===== config.mk =====
export PLATFORM = sky130hd
export DESIGN_NAME = hilo_muldiv_unit
export DESIGN_NICKNAME = d
export VERILOG_FILES = /design/src/rtl/mips_muldiv_pkg.sv /design/src/rtl/muldiv_sign_fix.sv /design/src/rtl/hilo_muldiv_unit.sv
export SDC_FILE = /design/constraint.sdc
export NUM_CORES = 1
export LEC_CHECK = 0
export CORE_MARGIN = 1.5
export CORE_UTILIZATION = 42
export DETAILED_ROUTE_END_ITERATION = 10
export DONT_BUFFER_PORTS = 1
export PLACE_DENSITY_LB_ADDON = 0.12
export SLEW_MARGIN = 0
export SYNTH_ARGS = -nofsm -noshare
export SYNTH_HDL_FRONTEND = slang
export SYNTH_SLANG_ARGS = --single-unit

===== constraint.sdc =====
create_clock -name clk -period 8.56 [get_ports clk]
set_clock_uncertainty 0.1 [all_clocks]
set_input_delay 1.712 -clock clk [delete_from_list [all_inputs] [get_ports clk]]
set_output_delay 1.712 -clock clk [all_outputs]
set_load 0.05 [all_outputs]

===== src/rtl/mips_muldiv_pkg.sv =====
// Shared types and constants for the HI/LO multiply/divide unit.
package mips_muldiv_pkg;

  typedef enum logic [1:0] {
    IDLE,
    MUL,
    DIV,
    FIX
  } state_e;

  localparam int WIDTH_DEF = 32;

  // LO is filled with this bit on divide-by-zero, giving all ones.
  localparam logic DIV0_LO_BIT = 1'b1;

endpackage


===== src/rtl/muldiv_sign_fix.sv =====
// Conditional two's-complement negate: magnitude on capture, sign restore in FIX.
module muldiv_sign_fix #(
  parameter int W = 32
) (
  input  logic [W-1:0] val_i,
  input  logic         neg_i,
  output logic [W-1:0] res_o
);

  assign res_o = neg_i ? (~val_i + W'(1)) : val_i;

endmodule


===== src/rtl/hilo_muldiv_unit.sv =====
// Iterative shift-add multiplier / restoring divider owning the HI/LO registers.
module hilo_muldiv_unit
  import mips_muldiv_pkg::*;
#(
  parameter int WIDTH = WIDTH_DEF
) (
  input  logic             clk,
  input  logic             reset,
  input  logic             issue,
  input  logic             Mul,
  input  logic             Div,
  input  logic             Unsigned,
  input  logic             MTHI,
  input  logic             MTLO,
  input  logic [WIDTH-1:0] op_a,
  input  logic [WIDTH-1:0] op_b,
  output logic [WIDTH-1:0] hi,
  output logic [WIDTH-1:0] lo,
  output logic             busy,
  output logic             done
);

  localparam int CW = $clog2(WIDTH + 1);

  state_e               state_q;
  logic [CW-1:0]        cnt_q;
  logic [WIDTH-1:0]     a_q, b_q, raw_a_q, rem_q, hi_q, lo_q;
  logic [2*WIDTH-1:0]   acc_q;
  logic                 sq_q, sr_q, div_q, dz_q, busy_q, done_q;

  logic                 a_neg, b_neg;
  logic [WIDTH-1:0]     a_mag, b_mag, quo_fix, rem_fix;
  logic [2*WIDTH-1:0]   prod_fix;

  logic [WIDTH:0]       mul_sum;
  logic [2*WIDTH-1:0]   mul_acc_d;
  logic [WIDTH:0]       div_shift, div_diff;
  logic [WIDTH-1:0]     rem_d, quo_d;

  assign a_neg = ~Unsigned & op_a[WIDTH-1];
  assign b_neg = ~Unsigned & op_b[WIDTH-1];

  muldiv_sign_fix #(.W(WIDTH)) u_fix_a (.val_i(op_a), .neg_i(a_neg), .res_o(a_mag));
  muldiv_sign_fix #(.W(WIDTH)) u_fix_b (.val_i(op_b), .neg_i(b_neg), .res_o(b_mag));
  muldiv_sign_fix #(.W(2*WIDTH)) u_fix_p (.val_i(acc_q), .neg_i(sq_q), .res_o(prod_fix));
  muldiv_sign_fix #(.W(WIDTH)) u_fix_q (.val_i(acc_q[WIDTH-1:0]), .neg_i(sq_q), .res_o(quo_fix));
  muldiv_sign_fix #(.W(WIDTH)) u_fix_r (.val_i(rem_q), .neg_i(sr_q), .res_o(rem_fix));

  // Multiply: the multiplier sits in the low half and shifts out as the product shifts in.
  assign mul_sum   = {1'b0, acc_q[2*WIDTH-1:WIDTH]} + (acc_q[0] ? {1'b0, a_q} : '0);
  assign mul_acc_d = {mul_sum, acc_q[WIDTH-1:1]};

  // Divide: dividend bits leave the low half MSB-first while quotient bits enter at the LSB.
  assign div_shift = {rem_q, acc_q[WIDTH-1]};
  assign div_diff  = div_shift - {1'b0, b_q};
  assign rem_d     = div_diff[WIDTH] ? div_shift[WIDTH-1:0] : div_diff[WIDTH-1:0];
  assign quo_d     = {acc_q[WIDTH-2:0], ~div_diff[WIDTH]};

  always_ff @(posedge clk or posedge reset) begin
    if (reset) begin
      state_q <= IDLE;
      cnt_q   <= '0;
      a_q     <= '0;
      b_q     <= '0;
      raw_a_q <= '0;
      rem_q   <= '0;
      acc_q   <= '0;
      hi_q    <= '0;
      lo_q    <= '0;
      sq_q    <= 1'b0;
      sr_q    <= 1'b0;
      div_q   <= 1'b0;
      dz_q    <= 1'b0;
      busy_q  <= 1'b0;
      done_q  <= 1'b0;
    end else begin
      done_q <= 1'b0;
      case (state_q)
        IDLE: begin
          if (issue && (Mul || Div)) begin
            state_q <= Mul ? MUL : DIV;
            busy_q  <= 1'b1;
            cnt_q   <= CW'(WIDTH);
            a_q     <= a_mag;
            b_q     <= b_mag;
            raw_a_q <= op_a;
            dz_q    <= (op_b == '0);
            div_q   <= ~Mul;
            sq_q    <= a_neg ^ b_neg;
            sr_q    <= a_neg;
            rem_q   <= '0;
            acc_q   <= Mul ? {{WIDTH{1'b0}}, b_mag} : {{WIDTH{1'b0}}, a_mag};
          end else begin
            if (MTHI) hi_q <= op_a;
            if (MTLO) lo_q <= op_a;
          end
        end
        MUL: begin
          acc_q <= mul_acc_d;
          cnt_q <= cnt_q - CW'(1);
          if (cnt_q == CW'(1)) state_q <= FIX;
        end
        DIV: begin
          acc_q <= {acc_q[2*WIDTH-1:WIDTH], quo_d};
          rem_q <= rem_d;
          cnt_q <= cnt_q - CW'(1);
          if (cnt_q == CW'(1)) state_q <= FIX;
        end
        FIX: begin
          if (!div_q) begin
            hi_q <= prod_fix[2*WIDTH-1:WIDTH];
            lo_q <= prod_fix[WIDTH-1:0];
          end else if (dz_q) begin
            hi_q <= raw_a_q;
            lo_q <= {WIDTH{DIV0_LO_BIT}};
          end else begin
            hi_q <= rem_fix;
            lo_q <= quo_fix;
          end
          done_q  <= 1'b1;
          busy_q  <= 1'b0;
          state_q <= IDLE;
        end
        default: state_q <= IDLE;
      endcase
    end
  end

  assign hi   = hi_q;
  assign lo   = lo_q;
  assign busy = busy_q;
  assign done = done_q;

endmodule


* After elaboration in Yosys (flattened, before gate mapping)
Index checks and enable logic that the tools add are counted.
** Word-level totals
- Flip-flop bits (word level) :: 270
- Output and inout bits :: 66
- Logic and storage cells :: 95
** Cells by class
- $add $sub $neg :: 8
- Eq/ne operators :: 9
- Muxes and demuxes :: 31
- Bitwise logic cells :: 12
- Reduce and logical (&&, ||, !) cells :: 19
** Operator list (number)
- 32-bit 2-to-1 mux :: 16
- 32-bit one-hot mux with 2 select lines :: 3
- 64-bit one-hot mux with 3 select lines :: 1
- 32-bit by 1-bit adder with 32-bit output, second input constant :: 4
- 64-bit 2-to-1 mux :: 2
- 32-bit NOT :: 4
- 64-bit by 1-bit adder with 64-bit output, second input constant :: 1
- 64-bit NOT :: 1
- 32-bit by 32-bit adder with 33-bit output :: 1
- 33-bit by 32-bit subtractor with 33-bit output :: 1
- 32-bit logical NOT :: 1
- 6-bit one-hot mux with 2 select lines :: 1
- 2-bit AND reduction :: 6
- 3-bit AND reduction :: 3
- 2-bit != test, second input constant :: 4
- 2-bit nonzero test :: 4
- 6-bit by 1-bit equality test with 1-bit output, second input constant :: 1
- 2-bit 2-to-1 mux :: 3
- 6-bit 2-to-1 mux :: 1
- 2-bit one-hot mux with 3 select lines :: 1
- 6-bit by 1-bit subtractor with 6-bit output, second input constant :: 1
- 2-bit equality test, second input constant :: 2
- 1-bit NOT :: 4
- 3-bit nonzero test :: 1
- 10 further kinds :: 12

* Depth between registers and ports, before layout
Gate-level depths: netlist of run 1.
- Depth in word-level cells :: 6
- Mapped depth :: 14
- Gate-level depth less buffers :: 12

* Hierarchy
Synthesis of run 1 repeated with hierarchy kept, for this count alone.
** Second synthesis, totals
- Cells, all modules :: 2264
- Area total of the unflattened synthesis :: 20721.1 um^2
** Modules (own cells, without submodules)
- hilo_muldiv_unit :: instances 1, cells each 1662, area each 15964.1 um^2, seq. area each 6756.5 um^2
- muldiv_sign_fix at u_fix_a ... :: instances 4, cells each 99, area each 777.0 um^2, seq. area each 0.0 um^2
- muldiv_sign_fix at u_fix_p :: instances 1, cells each 206, area each 1649.1 um^2, seq. area each 0.0 um^2

* Worst setup path after synthesis of run 1
Ideal clock, no wire load.
- Path kind :: input-to-reg
- From :: in op_a[14]
- To :: reg acc_q[30]
- Setup time :: 0.126 ns
- Arrival :: 4.057 ns
- Data required time :: 8.334 ns
- Slack :: 4.277 ns
- Stages on the path :: 9
- Path through :: clkbuf_1 or4_1 or3_1 nor3_2 nand3b_1 o41ai_1 xor2_1 nor3_1 o32a_1
** On the way
- Longest elaborated chain between the ends :: 6
** Ends and longest elaborated chain
- start, declared :: line hilo_muldiv_unit.sv:15 : input logic [WIDTH-1:0] op_a,
- 32-bit NOT :: line muldiv_sign_fix.sv:10 : assign res_o = neg_i ? (~val_i + W'(1)) : val_i;
- 32-bit by 1-bit adder with 32-bit output :: line muldiv_sign_fix.sv:10
- 32-bit 2-to-1 mux :: line muldiv_sign_fix.sv:10
- 32-bit 2-to-1 mux :: line hilo_muldiv_unit.sv:92 : acc_q <= Mul ? {{WIDTH{1'b0}}, b_mag} : {{WIDTH{1'b0}}, a_mag};
- 64-bit 2-to-1 mux :: line hilo_muldiv_unit.sv:80 : if (issue && (Mul || Div)) begin
- 64-bit one-hot mux with 3 select lines :: line hilo_muldiv_unit.sv:78 : case (state_q)
- end signal, assigned :: line hilo_muldiv_unit.sv:92
- end signal, assigned :: line hilo_muldiv_unit.sv:99 : acc_q <= mul_acc_d;
- end signal, assigned :: line hilo_muldiv_unit.sv:104 : acc_q <= {acc_q[2*WIDTH-1:WIDTH], quo_d};
- end, declared :: line hilo_muldiv_unit.sv:28 : logic [2*WIDTH-1:0] acc_q;
No other way between the ends. The select of a mux whose other input is x is not followed.
A chain may end at the register's enable or synchronous reset.

* Worst setup path after layout of run 1
- From :: reg acc_q[31]
- To :: reg rem_q[6]
** On the way
- Longest elaborated chain between the ends :: 3
** Ends and longest elaborated chain
- 33-bit by 32-bit subtractor with 33-bit output :: line hilo_muldiv_unit.sv:55 : assign div_diff = div_shift - {1'b0, b_q};
- 32-bit 2-to-1 mux :: line hilo_muldiv_unit.sv:56 : assign rem_d = div_diff[WIDTH] ? div_shift[WIDTH-1:0] : div_diff[WIDTH-1:0];
- 32-bit one-hot mux with 2 select lines :: line hilo_muldiv_unit.sv:78
- end signal, assigned :: line hilo_muldiv_unit.sv:105 : rem_q <= rem_d;
- end, declared :: line hilo_muldiv_unit.sv:27 : logic [WIDTH-1:0] a_q, b_q, raw_a_q, rem_q, hi_q, lo_q;
No other way between the ends.

==> flow_summary.toml, run 1 <==
[run_status]
status = "finished, final reports clean"

[final_layout]
num-nets-final = 2238
multi_input_area_um2 = 11300
fin_util_pct = 46.0
drive_gt1_share_pct = 7.99
seq_area_um2 = 6740
area_growth_pct = 8.03
mostFrequentLayoutCells = "266 x dfrtp_1, 226 x nand2_1, 203 x o21ai_0"
nFillCells = 4311
mostFrequentLayoutCell = "dfrtp_1"
design_area_um2 = 20300

[timing]
hold_violations = 0
fmax_ghz = 0.217
setup-tns-final_ps = 0
fin_crit_ps = 4610
period_share_pct = 53.9
relSlewSlack_pct = 18.2
tightestPinTransition_ps = 1230
final_max_slew_viol_count = 0
finalSetupViolCount = 0
rsz0062_at_grt = "no"

[power_and_ir_drop]
p_leak_nw = 8.56
p_per_area_nw_per_um2 = 414
p_switching_mw = 4.19
p_int_mw = 4.23
comb_power_share_pct = 47.0
power.share.sequential_pct = 35.4
switching_share_pct = 49.8
vdd_drop_max_uv = 364
clockPowerShare_pct = 17.6
total_power_mw = 8.42

[drt]
drt-vias-per-instance = 6.10
wire_per_inst_um = 25.6
wl_mm = 69.3
dr.first_iter.drc_count = 1811
ant_nets = 0
drc = 0
num_vias = 16500
first_pass_iters = 10

[synth]
synth_edf_count = 0
syn_avg_cell_area_um2 = 8.69
synthesis.area_um2 = 18800
synth_fp_nets = 2314
ys_top_cells_by_area = "dfrtp_1 36%, xnor2_1 5.9%, o21ai_0 5.4%"
synthFlopType = "dfrtp_1"
synth_top_area_share_pct = 35.8
yosys_warnings = 0
ys_types = 80
ys_ff_latch = 269
yosysTopAreaCell = "dfrtp_1"
seq_area_frac_synth_pct = 35.8
syn_inst = 2166
ys_async_sr_fraction_pct = 100

[place]
port_buffers = 0
gp_congestion = 0.953
hpwl_mm = 52.0
placed_area_um2 = 19200

[floorplanning]
start_util_pct = 42.6
die-width_um = 215
rows = 77
die-area_um2 = 46100
coreArea_um2 = 44200
num_io_pins = 138
die_y_um = 215

[critical_path]
worstPathRequired_ps = 8930
critPathKind = "reg -> reg"
cp.arrival_ps = 4990
path_max_fanout = 30
critPathCaptureType = "register"
setup.worst_path.start_class = "register"

[global_route]
grt-ovfl-total = 0
grt_antenna_before_repair = 2
grt_pass1_vias = 15500
grt_pass1_wl_mm = 103
grt.total_usage_pct = 29.7
grt_start_max_net_pins = 144

[clock_network]
cts_resized = 0
clock_sinks = 269
cts_buffers = 35
clockBufferDepth = 3
post_cts_buffers = 0
clk_latency_ps = 560
cts_root_buf = "clkbuf_16"
tritoncts = "done"
cts-htree-levels = 2
path_clk_slew_ps = 60
hold_buffers = 0

[flow_run]
cap_violations = 0

[min_path]
min_path_type = "reg -> reg"
-- critical path, cell delays in order (launching register included) --
cell and delay (ps):
dfrtp_1 420, inv_1 90, ha_1 220, fa_1 410, nor2b_1 190, o2111ai_1 180, nand4_1 240, and3_1 220
o311ai_1 190, a2111oi_0 780, o21ba_2 280, or2_1 930, a221o_1 310
-- stage by stage --
stage | hold WS [ps] | worst slack [ps] | cells
after global routing | 398 | 3550 | 2706
after detailed placement | 367 | 3810 | 2645
after global placement | 361 | 3930 | 2645
after floorplan | 342 | 3190 | 2166
final | 372 | 3950 | 2709
after CTS | 379 | 4010 | 2706
-- kinds of logic after synthesis --
logic type               after synthesis  share of synthesized area [%]
AO/OA/AOI/OAI                        691                           23.6
XOR/XNOR                             212                           9.86
adder cells (fa/ha/maj)               76                           5.13
buffers and inverters                197                           4.37
flip-flops                           269                           35.8
multiplexers                          71                           4.12
AND/OR/NAND/NOR                      650                           17.1
-- registers in the layout, indices dropped and copies added, names as in the netlist --
name     flops
a_q         32
hi          32
cnt_q        6
state_q      2
acc_q       64
div_q        1
dz_q         1
b_q         32
lo          32
done         1
sr_q         1
busy         1
raw_a_q     31
sq_q         1
rem_q       32
-- cell usage after synthesis (9+ instances only) --
cell and number:
ha_1 74, a222oi_1 10, a221o_1 34, buf_1 9, nor2_1 129, a211oi_1 14, nand3b_1 9, xnor2_1 126
clkbuf_1 111, and2_1 72, o22ai_1 41, o31ai_1 38, a21o_1 33, o211ai_1 35, dfrtp_1 269, o41ai_1 20
nor3_1 33, nor4_1 12, nand2_1 227, a221oi_1 18, or3_1 23, or4_1 21, nor2b_1 16, or2_2 11
inv_1 64, nand3_1 24, nor3b_1 14, a31oi_1 17, nand2b_1 23, nand4_1 12, o21a_1 25, xor2_1 86
o21ai_0 204, a21oi_1 149, mux2_2 52, mux2i_1 19
-- final cells by class --
cell class	count	share of cell area [%]
diodes	3	0.0369
clock buffers	45	4.69
clock inverters	16	0.837
inverters	64	1.20
multi-input cells	1700	55.7
flip-flops and latches	269	33.1
well taps	592	3.64
repair buffers	20	0.800
-- routing by layer --
metal / track usage [%] / share of wire (%) / wire (um) / up-vias
met2: 43.2 / 42 / 29300 / 587
met4: 12.9 / 4.3 / 3000 / 2
met5: 0 / 0.019 / 13 / -
li1: - / - / - / 7717
met3: 4.18 / 7.3 / 5070 / 120
met1: 43.6 / 46 / 31900 / 8097
-- worst paths after layout --
kind                            from   endpoint  slack, ps  cells past startpoint
min reg2reg                  a_q[15]    a_q[15]        370                      2
max in group asynchronous      reset  acc_q[44]       5670                      3
min in group asynchronous      reset  rem_q[20]       1150                      2
min                          a_q[15]    a_q[15]        370                      2
max                        acc_q[31]   rem_q[6]       3950                     12
max reg2reg                acc_q[31]   rem_q[6]       3950                     12
-- power groups by stage --
| stage | Clock [mW] | Sequential, mW | Combinational (mW) |
|---|---|---|---|
| after floorplan | 0 | 2.68 | 3.05 |
| after CTS | 1.51 | 2.97 | 3.93 |
| after global routing | 1.56 | 3.05 | 4.37 |
| final | 1.48 | 2.98 | 3.96 |
| after global placement | 0 | 2.97 | 3.88 |
| after detailed placement | 0 | 2.99 | 3.92 |
Power figures use the tool's default switching activity.
==> inputs of run 2 (changes only) <==
Clock period 8.56 ns to 4.1 ns, I/O delays scaled along.
==> flow_summary.toml, run 2 (synthesized netlist as in run 1, its figures left out) <==
[run_status]
status = "finished, final reports clean"

[global_route]
grt_pass1_wl_mm = 104
grt_pass1_vias = 15800
grt_start_max_net_pins = 150
grt_antenna_before_repair = 5
grt-ovfl-total = 0
grt.total_usage_pct = 29.7

[place]
port_buffers = 0
place_inst = 2676
gp_congestion = 0.944
placed_area_um2 = 19500
hpwl_mm = 52.7
post-place-ws_ps = 99.0

[min_path]
min_path_type = "in -> reg"

[critical_path]
setup.worst_path.start_class = "register"
crit_cells = 14
r2r_start = "acc_q[31]"
crit_start = "acc_q[31]"
worstPathRequired_ps = 4450
path_max_fanout = 30
rrSetupSlack_ps = 210
worstPathCellList = "inv_1 > ha_1 > fa_1 > nor2b_1 > o2111ai_1 > nand4_1 > and3_1 > o311ai_1 > a2111oi_2 > buf_4 > o21ba_2 > or2_1 > buf_4 > a221o_2"
r2r_end = "rem_q[7]"
cp.arrival_ps = 4230
critPathCaptureType = "register"
endpoint = "rem_q[7]"
critPathKind = "reg -> reg"
cp.buffers_inverters = 3
critPathTopFamily = "compound AO/OA/AOI/OAI gates"
rr_worst_depth = 14
crit_top_cell = "buf_4"
cp_slowest_cell = "o311ai_1"
slowest_delay_ps = 550

[power_and_ir_drop]
p_leak_nw = 8.77
vdd_drop_max_uv = 565
p_per_area_nw_per_um2 = 857

[drt]
first_pass_iters = 5
wire_per_inst_um = 25.2
ant_nets = 0
drc = 0
wl_mm = 69.0
num_vias = 16700
dr.first_iter.drc_count = 1814
drt-vias-per-instance = 6.09

[timing]
final_max_slew_viol_count = 0
hold_ws_ps = 256
relSlewSlack_pct = 35.3
setup_ws_ps = 214
finalSetupViolCount = 0
hold_violations = 0
tightestPinTransition_ps = 969
fin_crit_ps = 3890
fmax_ghz = 0.257
period_share_pct = 94.8
rsz0062_at_grt = "no"

[floorplanning]
coreArea_um2 = 44200
num_io_pins = 138
start_util_pct = 42.6
rows = 77
die-area_um2 = 46100
die-width_um = 215
die_y_um = 215

[final_layout]
num-nets-final = 2270
nFillCells = 4328
top_register = "acc_q"
mostFrequentLayoutCells = "266 x dfrtp_1, 226 x nand2_1, 203 x o21ai_0"
area_growth_pct = 9.80
drive_gt1_share_pct = 9.49
instances_no_fill = 2742
design_area_um2 = 20700
mostFrequentLayoutCell = "dfrtp_1"
largest_reg_flops = 64

[clock_network]
cts_root_buf = "clkbuf_16"
clock_sinks = 269
path_clk_slew_ps = 60
post_cts_buffers = 0
clk_latency_ps = 570
tritoncts = "done"
clockBufferDepth = 3
cts-htree-levels = 2
cts_buffers = 35

[flow_run]
cap_violations = 0
-- run 2: metrics by stage --
| step | power, mW | utilization [%] | setup TNS (ps) |
|---|---|---|---|
| 2_1_floorplan | 12.0 | - | -100460 |
| 3_3_place_gp | 14.4 | 44.0 | 0 |
| 3_5_place_dp | 14.5 | 44.0 | 0 |
| 4_1_cts | 17.7 | 46.7 | 0 |
| 5_1_grt | 18.9 | 46.7 | 0 |
| 6_report | 17.7 | 46.7 | 0 |
-- run 2: worst min-delay path by stage --
stage,start,endpoint,depth (start not counted)
2_1_floorplan,a_q[25],a_q[25],2
3_3_place_gp,a_q[15],a_q[15],2
3_5_place_dp,a_q[15],a_q[15],2
4_1_cts,op_b[31],dz_q,1
5_1_grt,Unsigned,sq_q,1
6_report,op_b[31],dz_q,1
-- run 2: repair_timing --
item | CTS | global route
hold endpoints to repair | 1 | 0
gates resized for setup | 0 | 2
hold buffers | 1 | 0
setup endpoints to repair | 0 | 30
-- run 2: final cells by class --
cell class                 count  area, um^2  area share, %
inverter                      64         244           1.18
tap                          592         741           3.58
antenna                        1        2.50         0.0121
multi-input combinational   1700       11300           54.8
clock inverter                 9        72.6          0.351
timing repair buffer          52         443           2.14
clock buffer                  55        1100           5.33
sequential                   269        6740           32.6
-- run 2: where the power goes --
part	total [mW]	internal [mW]	switching (mW)
registers	6.15	3.79	2.36
logic	8.43	3.29	5.13
clock network	3.14	1.86	1.28
-- run 2: per-layer routing --
metal / GRT usage [%] / vias to the layer above / wire length [um]
met4: 12.9 / 0 / 3120
li1: - / 7775 / -
met2: 43.8 / 668 / 29600
met3: 6.00 / 122 / 5670
met1: 41.9 / 8131 / 30700
met5: 0 / - / 0
